File: config.mk
export PLATFORM = sky130hd
export DESIGN_NAME = instruction_fetcher
export DESIGN_NICKNAME = d
export VERILOG_FILES = /design/src/rtl/instruction_fetcher.sv
export SDC_FILE = /design/constraint.sdc
export NUM_CORES = 1
export LEC_CHECK = 0
export ABC_AREA = 0
export BUFFER_PORTS_ARGS = -buffer_cell sky130_fd_sc_hd__buf_4
export CORE_ASPECT_RATIO = 1.1
export CORE_MARGIN = 3
export CORE_UTILIZATION = 30
export DETAILED_ROUTE_END_ITERATION = 6
export GPL_ROUTABILITY_DRIVEN = 0
export GPL_TIMING_DRIVEN = 0
export HOLD_SLACK_MARGIN = 0.06
export PLACE_DENSITY = 0.46
export RECOVER_POWER = 50
export SLEW_MARGIN = 20
export SYNTH_ARGS = -nofsm -noshare
export SYNTH_HDL_FRONTEND = slang
export SYNTH_SLANG_ARGS = --single-unit
File: constraint.sdc
create_clock -name clk -period 4.45 [get_ports clk]
set_input_delay 0.89 -clock clk [delete_from_list [all_inputs] [get_ports clk]]
set_output_delay 0.89 -clock clk [all_outputs]
set_load 0.02 [all_outputs]
File: src/rtl/instruction_fetcher.sv
// Fetch stage: serves scheduler fetch requests from a direct-mapped I-cache, filling misses from program memory.
// Hit: instruction_ready two cycles after fetch_enable; miss: one cycle after mem_read_ready. One request outstanding.
module instruction_fetcher #(
    parameter int PROGRAM_ADDR_BITS = 8,
    parameter int PROGRAM_DATA_BITS = 16,
    parameter int CACHE_ENTRIES     = 4
) (
    input  logic                         clk,
    input  logic                         reset,
    input  logic                         fetch_enable,
    input  logic [PROGRAM_ADDR_BITS-1:0] pc,
    input  logic                         cache_flush,
    output logic [PROGRAM_DATA_BITS-1:0] instruction,
    output logic                         instruction_ready,
    output logic                         mem_read_valid,
    output logic [PROGRAM_ADDR_BITS-1:0] mem_read_address,
    input  logic                         mem_read_ready,
    input  logic [PROGRAM_DATA_BITS-1:0] mem_read_data
);
    localparam int IDX_BITS = $clog2(CACHE_ENTRIES);
    localparam int TAG_BITS = PROGRAM_ADDR_BITS - IDX_BITS;

    typedef enum logic [1:0] {ST_IDLE, ST_LOOKUP, ST_WAIT, ST_READY} state_t;

    state_t                         r_state;
    state_t                         w_state_nxt;
    logic [PROGRAM_ADDR_BITS-1:0]   r_req_pc;
    logic [PROGRAM_DATA_BITS-1:0]   r_instruction;
    logic                           r_mem_valid;
    logic [PROGRAM_ADDR_BITS-1:0]   r_mem_addr;
    logic [CACHE_ENTRIES-1:0]       r_line_vld;
    logic [TAG_BITS-1:0]            r_line_tag [CACHE_ENTRIES];
    logic [PROGRAM_DATA_BITS-1:0]   r_line_dat [CACHE_ENTRIES];

    logic [IDX_BITS-1:0]            w_idx;
    logic [TAG_BITS-1:0]            w_tag;
    logic                           w_same_req;
    logic                           w_hit;
    logic                           w_latch;
    logic                           w_issue;
    logic                           w_fill;
    logic                           w_load_instr;
    logic [PROGRAM_DATA_BITS-1:0]   w_instr_nxt;

    assign w_idx      = r_req_pc[IDX_BITS-1:0];
    assign w_tag      = r_req_pc[PROGRAM_ADDR_BITS-1:IDX_BITS];
    // A changed pc means the scheduler moved to another warp; the old request is dropped.
    assign w_same_req = fetch_enable && (pc == r_req_pc);
    assign w_hit      = r_line_vld[w_idx] && (r_line_tag[w_idx] == w_tag);

    always_comb begin
        w_state_nxt  = r_state;
        w_latch      = 1'b0;
        w_issue      = 1'b0;
        w_fill       = 1'b0;
        w_load_instr = 1'b0;
        w_instr_nxt  = r_instruction;
        case (r_state)
            ST_IDLE: begin
                if (fetch_enable) begin
                    w_latch     = 1'b1;
                    w_state_nxt = ST_LOOKUP;
                end
            end
            ST_LOOKUP: begin
                if (!w_same_req) begin
                    w_state_nxt = ST_IDLE;
                end else if (w_hit) begin
                    w_load_instr = 1'b1;
                    w_instr_nxt  = r_line_dat[w_idx];
                    w_state_nxt  = ST_READY;
                end else begin
                    w_issue     = 1'b1;
                    w_state_nxt = ST_WAIT;
                end
            end
            ST_WAIT: begin
                if (mem_read_ready) begin
                    w_fill = 1'b1;
                    if (w_same_req) begin
                        w_load_instr = 1'b1;
                        w_instr_nxt  = mem_read_data;
                        w_state_nxt  = ST_READY;
                    end else begin
                        w_state_nxt = ST_IDLE;
                    end
                end
            end
            ST_READY: w_state_nxt = ST_IDLE;
            default:  w_state_nxt = ST_IDLE;
        endcase
    end

    always_ff @(posedge clk or negedge reset) begin
        if (!reset) begin
            r_state       <= ST_IDLE;
            r_req_pc      <= '0;
            r_instruction <= '0;
            r_mem_valid   <= 1'b0;
            r_mem_addr    <= '0;
        end else begin
            r_state <= w_state_nxt;
            if (w_latch) begin
                r_req_pc <= pc;
            end
            if (w_load_instr) begin
                r_instruction <= w_instr_nxt;
            end
            if (w_issue) begin
                r_mem_valid <= 1'b1;
                r_mem_addr  <= r_req_pc;
            end else if (w_fill) begin
                r_mem_valid <= 1'b0;
            end
        end
    end

    // Flush beats a coincident fill; the fill's data is still forwarded by the FSM.
    always_ff @(posedge clk or negedge reset) begin
        if (!reset) begin
            r_line_vld <= '0;
        end else if (cache_flush) begin
            r_line_vld <= '0;
        end else if (w_fill) begin
            r_line_vld[w_idx] <= 1'b1;
        end
    end

    always_ff @(posedge clk) begin
        if (w_fill) begin
            r_line_tag[w_idx] <= w_tag;
            r_line_dat[w_idx] <= mem_read_data;
        end
    end

    assign instruction       = r_instruction;
    assign instruction_ready = (r_state == ST_READY);
    assign mem_read_valid    = r_mem_valid;
    assign mem_read_address  = r_mem_addr;

endmodule

==> impl_metrics.toml <==
[grt]
antenna_found_initial = 0
grt_overflow = 0
grt_max_degree = 40
grt_pass1_wl_um = 17840
grt_pass1_vias = 3102
grt_use_total_pct = 12.81

[routing]
drt-total-wl_um = 11410
drtIter0Drc = 182
dr.pass1.iters = 4
via_per_inst = 4.494
post_drt_wl_per_cell_um = 18.12
drc = 0
vias = 2831
ant_nets = 0

[die]
die_area_um2 = 19020
rows = 49
core_area_um2 = 16680
die_w_um = 131.8
io_pins = 55
die_h_um = 144.3
initial_utilization_pct = 31.30

[worst_setup_path]
reg2reg_setup_slack_ns = 1.06
timing.rr.start = "r_req_pc[0]"
max_stage_delay_ns = 0.65
crit_chain = "clkbuf_1 -> mux4_2 -> xor2_1 -> nor4_2 -> nand3_1 -> a211o_1 -> buf_6 -> buf_6 -> mux2_4"
crit_path_frequent_cell = "buf_6"
reg2regPathDepth = 9
cp_slowest_cell = "clkbuf_1"
path_class = "flip-flop to flip-flop"
worstPathArrival_ns = 3.69
critPathRequiredTime_ns = 4.74
cp-end-kind = "flip-flop"
rr_endpoint = "instruction[2]"
critPathMaxFanout = 10
cp-start-kind = "flip-flop"

[finish]
fillers = 1592
drive_above_1_share_pct = 33.17
final_util_pct = 39.67
nets = 422
area_growth_syn_to_layout_pct = 26.76
n_antenna_cell = 0

[sta]
finalSetupViolCount = 0
fin_tns_setup_ns = 0
fmax_mhz = 294.6
hold_viol = 0
hold_slack_ns = 0.4980
rsz0062_at_grt = "no"
max-slew-margin-rel_pct = -64.89
worst_slew_pin_slew_ns = 2.473
fin_crit_sh_pct = 76.29
slew_viol_final = 40
worst_clock_skew_ns = 0.006705
fin_crit_ns = 3.395

[synth]
ys_ff_latch = 127
synth_xor_area_share_pct = 2.517
async_flop_share_pct = 30.71
yosys_warnings = 0
synthMuxAreaShare_pct = 17.55
ys_seq_area_share_pct = 69.34
synth_nets = 340
ys.flop_type = "edfxtp_1"
synthSimpleGateAreaFrac_pct = 6.689
synth_top_family_by_area = "multiplexers"
syn_area_um2 = 5219
synth_edf_count = 88
synthAdderAreaFrac_pct = 1.199
syn_avg_cell_area_um2 = 17.05
synth-compound-area-share_pct = 1.103
synth_cell_types = 38
syn-instance-count = 306

[status]
run_status = "complete, but fails checks"
violations = "capacitance limit, slew limit"

[hold_path]
holdCritPathClass = "flip-flop to flip-flop"
hold_start = "mem_read_valid"
hold_depth = 2
hold_end = "mem_read_valid"

[clock_tree]
clk_path_buf_depth = 2
post_cts_buffers = 0
clk_pin_slew_ns = 0.06
cts_root_buf = "clkbuf_16"
hold_buffers = 0
cts_resized = 0
cts.sinks = 127
htree_levels = 4
tritoncts = "built"
cts_made_buffers = 17
clock_latency_ns = 0.41

[placement]
io_buffers = 54
dp_hpwl_um = 7613

[power_and_ir_drop]
finalPower_w = 0.003884
leakagePower_nw = 2.585
vdd_drop_max_mv = 0.2829
powerDensity_nw_per_um2 = 587.2

[run]
cap_violations = 1
## worst max path at each step
stage               slack (ns)           endpoint  cells after the start   startpoint
floorplan                 1.16   r_line_dat[2][0]                      5   r_state[0]
global placement         -0.99  r_line_dat[1][14]                      5   r_state[0]
detailed placement        1.30     instruction[2]                      8        pc[7]
CTS                       1.34  r_line_dat[1][12]                      7   r_state[0]
global route              0.88    instruction[12]                      9  r_req_pc[0]
finish                    1.06     instruction[2]                      9  r_req_pc[0]
## cell families (layout without fill, tap and decap cells)
family,Yosys count,in the layout
DFF,127,127
and+or+nand+nor,79,79
muxes,57,57
buffers and inverters,16,111
xor gates and xnor gates,15,15
AOI/OAI and AO/OA,7,7
adders and majority gates,5,5
## critical path, delay by kind of cell (launching register included)
family | cells | cell delay [ns]
compound gates | 1 | 0.35
mux | 2 | 0.90
xor+xnor | 1 | 0.16
buf+inv | 3 | 0.96
simple gates | 2 | 0.48
flops | 1 | 0.40
## placed cells by master, fill, tap and decap left out, drive strengths merged, types with 7 or more instances in the layout
cell    count
buf        46
clkbuf     50
dfrtp      39
edfxtp     88
mux2       33
mux4       21
nand2      56
nor2        7
xor2        9
## registers in the layout, indices dropped and copies added, names as in the netlist
signal and flops:
mem_read_address 8, r_line_tag 24, r_req_pc 8, mem_read_valid 1, r_line_dat 64, instruction 16
r_line_vld 4, r_state 2
## layer usage
metal,GRT usage [%],up-vias,share of wire [%]
met5,0,-,0
met4,4.809,0,1.3
met3,3.758,14,4.2
met2,21.10,60,48
met1,16.20,1447,46
li1,-,1310,-
## report_power, final
part	switching [W]	internal (W)
Sequential	0.000107	0.00137
Clock	0.000496	0.00111
Combinational	0.000402	0.000397
Total	0.00100	0.00288
## cell type report
| cell class | instances | area (µm²) | share of cell area (%) |
|---|---|---|---|
| timing repair buffer | 63 | 412.9 | 6.242 |
| tap | 229 | 286.5 | 4.331 |
| sequential | 127 | 3618 | 54.70 |
| inverter | 5 | 18.77 | 0.2837 |
| clock buffer | 22 | 484.2 | 7.320 |
| buffer | 11 | 56.30 | 0.8511 |
| multi-input combinational | 163 | 1533 | 23.17 |
| clock inverter | 10 | 205.2 | 3.102 |
## synth_stat cells, drive strengths merged (3+ instances only)
library cell | instances | area (µm²)
buf | 7 | 50.04
clkbuf | 4 | 15.01
dfrtp | 39 | 975.9
edfxtp | 88 | 2643
ha | 5 | 62.56
inv | 4 | 15.01
mux2 | 33 | 409.1
mux2i | 3 | 30.03
mux4 | 21 | 476.7
nand2 | 56 | 210.2
nor2 | 7 | 26.28
xnor2 | 6 | 52.55
xor2 | 9 | 78.83
## stage by stage
| stage | area (µm²) | worst slack (ns) | cells |
|---|---|---|---|
| CTS | 6706 | 1.342 | 630 |
| detailed placement | 6017 | 1.299 | 598 |
| global placement | 5911 | -0.9896 | 589 |
| finish | 6615 | 1.055 | 630 |
| floorplan | 5219 | 1.163 | 306 |
| global route | 6615 | 0.8773 | 630 |
(Power assumes the default switching activity.)
